===== src/rtl/sram_bist_ctrl.sv =====
// Two-phase SRAM self-test: write a pattern everywhere, read it back and compare, then repeat inverted.
// Define SRAM_BIST_FAIL_LOG_EN to add the first-failure capture ports (fail_addr, fail_exp, fail_got).
module sram_bist_ctrl #(
    parameter int ADDR_W = 12,
    parameter int DATA_W = 16,
    parameter int RD_LAT = 2
) (
    input  logic              RW0_clk,
    input  logic              RW0_rst_n,
    input  logic              start,
    output logic              busy,
    output logic              done,
    output logic              pass,
    output logic [15:0]       err_cnt,
    output logic [ADDR_W-1:0] RW0_addr,
    output logic [DATA_W-1:0] RW0_wdata,
    output logic              RW0_en,
    output logic              RW0_wmode,
    input  logic [DATA_W-1:0] RW0_rdata
`ifdef SRAM_BIST_FAIL_LOG_EN
    ,
    output logic [ADDR_W-1:0] fail_addr,
    output logic [DATA_W-1:0] fail_exp,
    output logic [DATA_W-1:0] fail_got
`endif
);
    localparam logic [2:0] S_IDLE  = 3'd0;
    localparam logic [2:0] S_WPRE  = 3'd1;
    localparam logic [2:0] S_WRITE = 3'd2;
    localparam logic [2:0] S_READ  = 3'd3;
    localparam logic [2:0] S_DRAIN = 3'd4;
    localparam logic [2:0] S_DONE  = 3'd5;

    localparam int         EXT_W      = (DATA_W > ADDR_W + 1) ? DATA_W : ADDR_W + 1;
    localparam logic [2:0] DRAIN_LAST = 3'(RD_LAT - 1);

    logic [2:0]        state;
    logic              phase;
    logic [ADDR_W-1:0] addr_q;
    logic [ADDR_W:0]   addr_inc;
    logic              addr_last;
    logic [2:0]        drain_cnt;
    logic              start_ok;
    logic              mismatch;
    logic [15:0]       err_next;
    logic              vld_p [RD_LAT];
    logic [DATA_W-1:0] exp_p [RD_LAT];

    // Alternating ...0101 XOR the zero-extended address, inverted in phase 1.
    function automatic logic [DATA_W-1:0] pattern(input logic [ADDR_W:0] a, input logic p);
        logic [EXT_W-1:0]  a_ext;
        logic [DATA_W-1:0] b;
        a_ext = EXT_W'(a);
        for (int i = 0; i < DATA_W; i++) begin
            b[i] = ((i % 2) == 0) ^ a_ext[i];
        end
        return p ? ~b : b;
    endfunction

    function automatic logic [15:0] sat_inc(input logic [15:0] c);
        return (c == 16'hFFFF) ? c : c + 16'd1;
    endfunction

    assign addr_inc  = {1'b0, addr_q} + 1'b1;
    assign addr_last = &addr_q;
    assign start_ok  = start && (state == S_IDLE || state == S_DONE);
    assign mismatch  = vld_p[RD_LAT-1] && (RW0_rdata != exp_p[RD_LAT-1]);
    assign err_next  = mismatch ? sat_inc(err_cnt) : err_cnt;
    assign RW0_addr  = addr_q;

    // Write data leads the address: the memory wrapper registers it one cycle before the write.
    always_comb begin
        busy      = 1'b0;
        RW0_en    = 1'b0;
        RW0_wmode = 1'b0;
        RW0_wdata = '0;
        case (state)
            S_WPRE: begin
                busy      = 1'b1;
                RW0_wdata = pattern('0, phase);
            end
            S_WRITE: begin
                busy      = 1'b1;
                RW0_en    = 1'b1;
                RW0_wmode = 1'b1;
                RW0_wdata = pattern(addr_inc, phase);
            end
            S_READ: begin
                busy   = 1'b1;
                RW0_en = 1'b1;
            end
            S_DRAIN: busy = 1'b1;
            default: ;
        endcase
    end

    always_ff @(posedge RW0_clk) begin
        if (!RW0_rst_n) begin
            state     <= S_IDLE;
            phase     <= 1'b0;
            addr_q    <= '0;
            drain_cnt <= '0;
            err_cnt   <= '0;
            done      <= 1'b0;
            pass      <= 1'b0;
            for (int i = 0; i < RD_LAT; i++) vld_p[i] <= 1'b0;
        end else begin
            // p0: read issued this cycle; last stage lines up with RW0_rdata
            vld_p[0] <= (state == S_READ);
            for (int i = 1; i < RD_LAT; i++) vld_p[i] <= vld_p[i-1];
            err_cnt <= start_ok ? 16'd0 : err_next;
            case (state)
                S_IDLE, S_DONE: begin
                    if (start) begin
                        state  <= S_WPRE;
                        phase  <= 1'b0;
                        addr_q <= '0;
                        done   <= 1'b0;
                        pass   <= 1'b0;
                    end
                end
                S_WPRE: state <= S_WRITE;
                S_WRITE: begin
                    addr_q <= addr_inc[ADDR_W-1:0];
                    if (addr_last) state <= S_READ;
                end
                S_READ: begin
                    addr_q <= addr_inc[ADDR_W-1:0];
                    if (addr_last) begin
                        state     <= S_DRAIN;
                        drain_cnt <= '0;
                    end
                end
                S_DRAIN: begin
                    drain_cnt <= drain_cnt + 3'd1;
                    if (drain_cnt == DRAIN_LAST) begin
                        if (phase) begin
                            state <= S_DONE;
                            done  <= 1'b1;
                            pass  <= (err_next == 16'd0);
                        end else begin
                            state <= S_WPRE;
                            phase <= 1'b1;
                        end
                    end
                end
                default: state <= S_IDLE;
            endcase
        end
    end

    always_ff @(posedge RW0_clk) begin
        exp_p[0] <= pattern({1'b0, addr_q}, phase);
        for (int i = 1; i < RD_LAT; i++) exp_p[i] <= exp_p[i-1];
    end

`ifdef SRAM_BIST_FAIL_LOG_EN
    logic [ADDR_W-1:0] addr_p [RD_LAT];
    logic              fail_seen;

    always_ff @(posedge RW0_clk) begin
        addr_p[0] <= addr_q;
        for (int i = 1; i < RD_LAT; i++) addr_p[i] <= addr_p[i-1];
    end

    always_ff @(posedge RW0_clk) begin
        if (!RW0_rst_n || start_ok) begin
            fail_seen <= 1'b0;
            fail_addr <= '0;
            fail_exp  <= '0;
            fail_got  <= '0;
        end else if (mismatch && !fail_seen) begin
            fail_seen <= 1'b1;
            fail_addr <= addr_p[RD_LAT-1];
            fail_exp  <= exp_p[RD_LAT-1];
            fail_got  <= RW0_rdata;
        end
    end
`endif

endmodule


===== config.mk =====
export PLATFORM = sky130hd
export DESIGN_NAME = sram_bist_ctrl
export DESIGN_NICKNAME = d
export VERILOG_FILES = /design/src/rtl/sram_bist_ctrl.sv
export SDC_FILE = /design/constraint.sdc
export NUM_CORES = 1
export LEC_CHECK = 0
export ABC_AREA = 1
export BUFFER_PORTS_ARGS = -buffer_cell sky130_fd_sc_hd__buf_2
export CAP_MARGIN = 20
export CORE_AREA = 8 8 130 96
export DETAILED_ROUTE_END_ITERATION = 12
export DIE_AREA = 0 0 138 104
export HOLD_SLACK_MARGIN = 0.06
export SYNTH_ARGS = -nofsm -noshare
export SYNTH_HDL_FRONTEND = slang
export SYNTH_SLANG_ARGS = --single-unit
export TNS_END_PERCENT = 30

===== constraint.sdc =====
create_clock -name RW0_clk -period 4.3 [get_ports RW0_clk]
set_input_delay 0.215 -clock RW0_clk [delete_from_list [all_inputs] [get_ports RW0_clk]]
set_output_delay 0.215 -clock RW0_clk [all_outputs]
set_load 0.01 [all_outputs]

==> flow_summary.ini, run 1 <==
[cts]
cts_setup_buffers = 0
htreeDepth = 3
clk_latency_ns = 0.33
cts-root-buf = clkbuf_16
cts_tree = yes
cts_resized = 0
cts.path.max_buffers = 2
numCtsBuffers = 9
clk_pin_slew_ns = 0.06
hold_buffers = 0
clock-sinks = 67

[critical_path]
worst-path-max-fanout = 6
critPathArrivalTime_ns = 2.40
rr_startpoint = exp_p[0][30]
required_ns = 4.09
rr_endpoint = pass
start_kind = flip-flop
end_kind = output port
reg2regPathDepth = 14
worstSetupEndpoint = RW0_wdata[12]
critPathLaunch = RW0_addr[0]
crit_type = flip-flop to output port
reg2reg_setup_slack_ns = 1.96

[logic_synthesis]
synth_area_leader_cell = dfxtp_1
syn_area_sq_um = 3528
ys_ff_latch = 67
synth_nets = 539
syn_area_per_cell_sq_um = 6.838
synth_seq_area_share_pct = 38.01
ys_types = 36
synth_top_area_share_pct = 38.01
syn_inst = 516
ys_warn_count = 0
ys_top_cells_by_area = dfxtp_1 38%, nand2_1 17%, inv_1 6.2%, nor2_1 5.3%, nand3_1 5.0%

[placement]
dp_slack_ns = 2.000
portBuffers = 67
globalplace.congestion = 0.8443
place_hpwl_um = 7004
dp_cells = 709

[sta]
setup_tns_ns = 0
min_period_over_period_pct = 60.82
hold_violations = 0
rsz0062_at_grt = no
slew_headroom_pct = 60.61
finClkSkew_ns = 0.007380
setup_violations = 0
worstMarginPinSlew_ns = 0.5895
min_period_ns = 2.615
worst_slack_ns = 1.685
max_freq_ghz = 0.3824
slew_viol_final = 0

[final_layout]
finalNetCount = 607
final_util_pct = 40.67
mostFrequentLayoutCells = 158 x nand2_1, 67 x dfxtp_1, 67 x buf_2
synthToLayoutAreaGrowth_pct = 21.84
final_common_cell = nand2_1
num_antenna_cells = 0
layout-drive-gt1-share_pct = 19.86
fillCellCount = 1118
fin_cells = 725

[route]
firstDrtPassIters = 4
detail_route.wl_per_cell_um = 12.73
drt_iter0_markers = 271
antenna_left = 0
wl_um = 9229
vias = 3354
avgViaCountPerCell = 4.626
drc = 0

[die]
io_pins = 68
die_height_um = 104
initial_utilization_pct = 33.38
die_area_sq_um = 14350
row_count = 32
core_area_sq_um = 10570
fp.dieW_um = 138

[power_and_ir_drop]
p_total_w = 0.002055
leakage_nw = 2.093
powerDensity_nw_per_um2 = 477.9
ir_worst_vdd_v = 0.0003497

[grt]
grt_first_pass_wirelength_um = 15350
grt_max_degree = 22
grt_usage_pct = 12.79
grt_antenna_before_repair = 0
grt_overflow = 0
grt_pass1_vias = 3074

[min_path]
hp-start = RW0_rst_n
worstHoldPathType = input pin to flip-flop

[outcome]
status = completed

[run]
maxCapViolations = 0
==> synth_stat cells <==
library cell    n
a211oi_1        1
ha_1            4
a21oi_2         2
inv_2           6
or2_0           1
nor2_4          5
a21oi_1        25
nand3b_1        3
dfxtp_1        67
nand2_4         1
o311ai_1        1
inv_1          58
nor2_8          1
nand3_1        35
clkinv_1        3
nor3b_4         1
o211ai_1       11
or2_1           1
o21a_1          1
nor2_2          2
xor2_1         17
a31oi_1         1
buf_4           1
nand4_1         7
buf_2           4
or2_2           7
o21ai_0        14
nand3_2         3
clkbuf_1        6
nor3_1          5
nand2_2         4
a21o_1          1
nand2_1       158
nor2_1         50
xnor2_1         8
inv_4           1
==> cell type report <==
cell class	instances	area, sq um	share of cell area (%)
clock buffer	9	225.2	5.239
clock inverter	7	82.58	1.921
inverter	68	257.7	5.995
multi-input combinational	370	1879	43.71
sequential	67	1341	31.20
tap	136	170.2	3.958
timing repair buffer	68	342.8	7.974
==> through the flow <==
step	hold WS, ns	area [sq um]
6_report	0.1871	4299
5_1_grt	0.1893	4299
4_1_cts	0.1781	4299
3_5_place_dp	0.3121	3991
3_3_place_gp	0.3128	3991
2_1_floorplan	0.3085	3528
==> worst max-delay path: stages, from the launching register on <==
cell,delay (ns)
dfxtp_1,0.48
ha_1,0.24
nand2_1,0.06
nor2_1,0.16
nand3_1,0.17
nor2_1,0.19
nand4_1,0.21
xor2_1,0.20
o21ai_0,0.18
buf_2,0.16
==> worst min path at each step <==
stage / cells past startpoint / slack [ns] / to
2_1_floorplan: 2 / 0.31 / vld_p[0][1]
3_3_place_gp: 0 / 0.31 / exp_p[0][20]
3_5_place_dp: 0 / 0.31 / exp_p[0][30]
4_1_cts: 3 / 0.18 / vld_p[0][1]
5_1_grt: 3 / 0.19 / vld_p[0][1]
6_report: 3 / 0.19 / vld_p[0][1]
==> cell families (layout without fill, tap and decap cells) <==
| group | count (synthesis) | in the layout | share of synthesized area [%] |
|---|---|---|---|
| buffers and inverters | 79 | 152 | 8.724 |
| xor gates and xnor gates | 25 | 25 | 6.206 |
| and+or+nand+nor | 284 | 284 | 36.21 |
| DFF | 67 | 67 | 38.01 |
| adders and majority gates | 4 | 4 | 1.418 |
| AOI/OAI and AO/OA | 57 | 57 | 9.433 |
==> state kept, by name (all words and copies together), names as in the netlist, 2 cells and up <==
signal     flops
err_cnt       16
drain_cnt      3
state          3
vld_p          2
RW0_addr      12
exp_p         28
==> where the power goes <==
group / switching [W] / internal, W
combinational: 0.000368 / 0.000186
sequential: 0.0000491 / 0.000703
clock: 0.000291 / 0.000457
==> metal layers <==
layer  share of wire [%]  track usage, %  up-vias
met2                  41           18.80       93
met4                 1.5           4.872        0
met3                 4.7           2.464       12
met5                   0               0        -
met1                  53           17.91     1483
li1                    -               -     1766
No activity file was read; power rests on OpenSTA's default activity.
==> run 2: changes to the inputs <==
Clock period 4.3 ns to 2.6 ns, I/O delays scaled along.
==> run 2 against run 1 <==
Compared with the run above: flip-flop and latch count stayed put; hold slack got worse by 0.090 ns; design area increased by 0.70%; cell count up 0.28%; utilization increased by 0.28 points; first-iteration DRC count decreased by 1.1%; global-route usage fell by 0.25 points; routed wire length decreased by 1.1%; total power rose by 66%; register-to-register slack worse by 1.4 ns; clock power up 66%; largest cell class unchanged; largest power group unchanged.
==> flow_summary.ini, run 2 (synthesis gave the netlist of run 1 again) <==
[grt]
grt_usage_pct = 12.55
grt_max_degree = 19
grt_pass1_vias = 3114
grt_antenna_before_repair = 0
grt_first_pass_wirelength_um = 15220
grt_overflow = 0

[die]
die_height_um = 104
die_area_sq_um = 14350
core_area_sq_um = 10570
io_pins = 68
fp.dieW_um = 138
row_count = 32
initial_utilization_pct = 33.38

[cts]
htreeDepth = 3
cts_tree = yes
cts_setup_buffers = 0
cts-root-buf = clkbuf_16
hold_buffers = 0
numCtsBuffers = 9
clk_pin_slew_ns = 0.06
cts_resized = 0
clock-sinks = 67
cts.path.max_buffers = 2
clk_latency_ns = 0.33

[route]
antenna_left = 0
drc = 0
vias = 3330
firstDrtPassIters = 4
wl_um = 9128
avgViaCountPerCell = 4.580
detail_route.wl_per_cell_um = 12.56
drt_iter0_markers = 268

[critical_path]
cpPeakStageDelay_ns = 0.36
critPathTopFamily = simple AND/OR/NAND/NOR gates
start_kind = flip-flop
cp_common_cell = inv_2
end_kind = output port
path_buf_inv = 5
worst-path-max-fanout = 10
path_cells = inv_2, nor2_4, inv_2, nor2_1, inv_1, nor2_1, inv_2, o211ai_1, buf_2
critPathArrivalTime_ns = 2.26
slowest_stage = dfxtp_1
rr_startpoint = err_cnt[0]
critPathLaunch = state[1]
crit_type = flip-flop to output port
required_ns = 2.47

[sta]
setup_tns_ns = 0
slew_headroom_pct = 60.41
finClkSkew_ns = 0.006524
whs_ns = 0.09725
setup_violations = 0
rsz0062_at_grt = no
hold_violations = 0
min_period_over_period_pct = 91.74
slew_viol_final = 0
max_freq_ghz = 0.4193
worstMarginPinSlew_ns = 0.5901
min_period_ns = 2.385

[power_and_ir_drop]
leakage_nw = 2.109
powerDensity_nw_per_um2 = 786.7
ir_worst_vdd_v = 0.0005975

[run]
maxCapViolations = 0

[outcome]
status = completed

[final_layout]
num_antenna_cells = 0
layout-drive-gt1-share_pct = 20.47
regMostFlops = exp_p
synthToLayoutAreaGrowth_pct = 22.69
largest_reg_flops = 28
mostFrequentLayoutCells = 158 x nand2_1, 67 x buf_2, 65 x dfxtp_1
final_common_cell = nand2_1
finalNetCount = 609

[min_path]
worstHoldPathType = input pin to flip-flop
hp-start = RW0_rst_n

[placement]
portBuffers = 67
globalplace.congestion = 0.8791
place_hpwl_um = 7060
run 2: cell count changes in the layout (fill, tap and decap cells not counted), sizes merged:
cell    previous run  this run
inv               68        69
clkinv             4         3
buf               68        70
run 2: cell type report:
type / count / area, sq um
Timing Repair Buffer: 70 / 370.4
Tap cell: 136 / 170.2
Multi-Input combinational cell: 370 / 1879
Clock buffer: 9 / 225.2
Inverter: 68 / 257.7
Clock inverter: 7 / 82.58
Sequential cell: 67 / 1344
Fill cell: 1110 / 6241
run 2: layer usage:
metal  share of wire [%]  global-route usage (%)  wire, um  vias up
li1                    -                       -         -     1764
met2                  42                   18.21      3855       93
met4                 1.3                   4.640       116        0
met5                   0                       0         0        -
met1                  51                   17.65      4611     1464
met3                 6.0                   2.692       545        9
run 2: power breakdown:
part           internal, W  switching (W)  leakage (nW)
registers          0.00116      0.0000856         0.544
logic             0.000311       0.000604          1.42
clock network     0.000758       0.000482         0.145
run 2: path summary, 6_finish.rpt:
check	to	slack (ns)	cells after the start
worst max register to register	pass	0.57	14
worst min register to register	exp_p[0][17]	0.32	0
worst max-delay path	RW0_wdata[5]	0.21	9
worst min-delay path	vld_p[0][1]	0.1	3
run 2: stage by stage:
step | utilization (%) | cell area [sq um] | worst slack, ns | total power, W | std cells
6_report | 40.96 | 4329 | 0.2148 | 0.003406 | 727
5_1_grt | 40.96 | 4329 | 0.01300 | 0.003611 | 727
4_1_cts | 40.93 | 4327 | 0.1609 | 0.003447 | 727
3_5_place_dp | 38.02 | 4019 | 0.5405 | 0.002186 | 711
3_3_place_gp | 38.02 | 4019 | 0.6214 | 0.002171 | 711
2_1_floorplan | - | 3528 | 0.7182 | 0.001863 | 516
run 2: worst register-to-register path, cell delays in order (launching register included):
cell and delay (ns):
dfxtp_1 0.41, ha_1 0.23, nand2_2 0.10, nor2_4 0.16
nand2_4 0.09, nor2_8 0.19, inv_4 0.09, nand3_1 0.11
nand3_1 0.10, nand2_1 0.09, nor2_1 0.04, nand2_1 0.10
nor2_1 0.05, nand3_1 0.09, a21oi_2 0.05
==> run 3: changes to the inputs <==
Settings changed: GPL_TIMING_DRIVEN set to 0.
==> run 3 against run 2 <==
Compared with the run above: count of clock-buffer cells in the layout stayed put; die area stayed put; fmax is 2.5% higher; total power is 0.27% lower; first-iteration DRC count is 18% lower; sequential power hardly changed; non-clock buffer count is 8 higher; combinational power is 2% higher; critical path type unchanged; critical endpoint unchanged; largest cell class unchanged; largest power group unchanged.
==> flow_summary.ini, run 3 (synthesis gave the netlist of run 1 again) <==
[power_and_ir_drop]
ir_worst_vdd_v = 0.0004168
leakage_nw = 2.114
powerDensity_nw_per_um2 = 782.1

[placement]
portBuffers = 67
place_hpwl_um = 7016
dp_slack_ns = 0.5095
globalplace.congestion = 0.8420
place_area_sq_um = 4034

[route]
drc = 0
wl_um = 9179
detail_route.wl_per_cell_um = 12.49
avgViaCountPerCell = 4.581
vias = 3367
antenna_left = 0
drt_iter0_markers = 220
firstDrtPassIters = 5

[min_path]
hp-start = RW0_rst_n
min_path_cells = 3
worstHoldPathType = input pin to flip-flop
min_to = vld_p[0][1]

[critical_path]
required_ns = 2.47
reg2regPathDepth = 15
critPathArrivalTime_ns = 2.20
start_kind = flip-flop
rr_endpoint = pass
crit_type = flip-flop to output port
end_kind = output port
rr_startpoint = err_cnt[0]
reg2reg_setup_slack_ns = 0.46
worst-path-max-fanout = 10

[sta]
worstMarginPinSlew_ns = 0.5445
min_period_over_period_pct = 89.46
slew_viol_final = 0
setup_violations = 0
slew_headroom_pct = 63.70
setup_tns_ns = 0
rsz0062_at_grt = no
finClkSkew_ns = 0.006837
worst_slack_ns = 0.2741
min_period_ns = 2.326
max_freq_ghz = 0.4299
hold_violations = 0

[final_layout]
mostFrequentLayoutCells = 158 x nand2_1, 71 x buf_2, 65 x dfxtp_1
synthToLayoutAreaGrowth_pct = 23.09
final_common_cell = nand2_1
final_area_sq_um = 4343
regMostFlops = exp_p
finalNetCount = 617
fillCellCount = 1124
layout-drive-gt1-share_pct = 20.87
num_antenna_cells = 0
largest_reg_flops = 28

[run]
maxCapViolations = 0

[die]
die_area_sq_um = 14350
io_pins = 68
die_height_um = 104
fp.dieW_um = 138
core_area_sq_um = 10570
row_count = 32
initial_utilization_pct = 33.38

[cts]
clock-sinks = 67
clk_latency_ns = 0.33
htreeDepth = 3
cts-root-buf = clkbuf_16
cts_tree = yes
cts.path.max_buffers = 2
numCtsBuffers = 9
cts_setup_buffers = 0
clk_pin_slew_ns = 0.06

[grt]
grt_first_pass_wirelength_um = 15290
grt_usage_pct = 12.78
grt_max_degree = 14
grt_antenna_before_repair = 0
grt_overflow = 0
grt_pass1_vias = 3127

[outcome]
status = completed
==> run 3: repair_timing <==
item / in CTS / in global routing
setup endpoints to repair: 0 / 4
gates resized for setup: 0 / 4
hold buffers: 0 / 0
==> run 3: final cells by class <==
class / instances / area [sq um] / area share [%]
inverter: 68 / 257.7 / 5.935
tap: 136 / 170.2 / 3.918
buffer: 11 / 50.05 / 1.152
sequential: 67 / 1344 / 30.94
multi-input combinational: 370 / 1884 / 43.39
clock inverter: 7 / 76.32 / 1.757
timing repair buffer: 67 / 335.3 / 7.721
clock buffer: 9 / 225.2 / 5.186
==> run 3: worst max path at each step <==
| stage | startpoint | end | slack (ns) | cells past startpoint |
|---|---|---|---|---|
| 5_1_grt | RW0_addr[0] | RW0_wdata[12] | 0.03 | 9 |
| 4_1_cts | RW0_addr[0] | RW0_wdata[12] | 0.14 | 9 |
| 2_1_floorplan | err_cnt[0] | pass | 0.72 | 15 |
| 3_5_place_dp | err_cnt[0] | pass | 0.51 | 15 |
| 3_3_place_gp | RW0_addr[0] | RW0_wdata[12] | 0.50 | 9 |
| 6_report | state[1] | RW0_wdata[5] | 0.27 | 9 |
==> run 3: routing by layer <==
metal	track usage (%)	vias up	routed length, um
met5	0	-	0
met2	18.35	73	3885
met4	3.712	0	59
met3	3.786	4	467
met1	17.88	1506	4767
li1	-	1784	-
==> run 3: power by group <==
group	switching, W	leakage [nW]	internal (W)
Combinational	0.000617	1.43	0.000318
Clock	0.000472	0.142	0.000748
Sequential	0.0000766	0.544	0.00116
Total	0.00117	2.11	0.00223
==> run 3: worst max-delay path, stage by stage, from the launching register on <==
cell	delay (ns)
dfxtp_1	0.37
inv_2	0.09
nor2_4	0.24
inv_2	0.14
nor2_1	0.21
inv_1	0.14
nor2_2	0.18
inv_2	0.11
o211ai_1	0.21
buf_2	0.17
==> run 3: per-stage QoR <==
step | power, W | util [%] | hold slack [ns] | cells
after floorplan | 0.001863 | - | 0.2235 | 516
after global routing | 0.003619 | 41.09 | 0.1089 | 735
after CTS | 0.003427 | 41.02 | 0.09106 | 735
after global placement | 0.002180 | 38.16 | 0.3128 | 719
after detailed placement | 0.002194 | 38.16 | 0.3121 | 719
final | 0.003396 | 41.09 | 0.1084 | 735
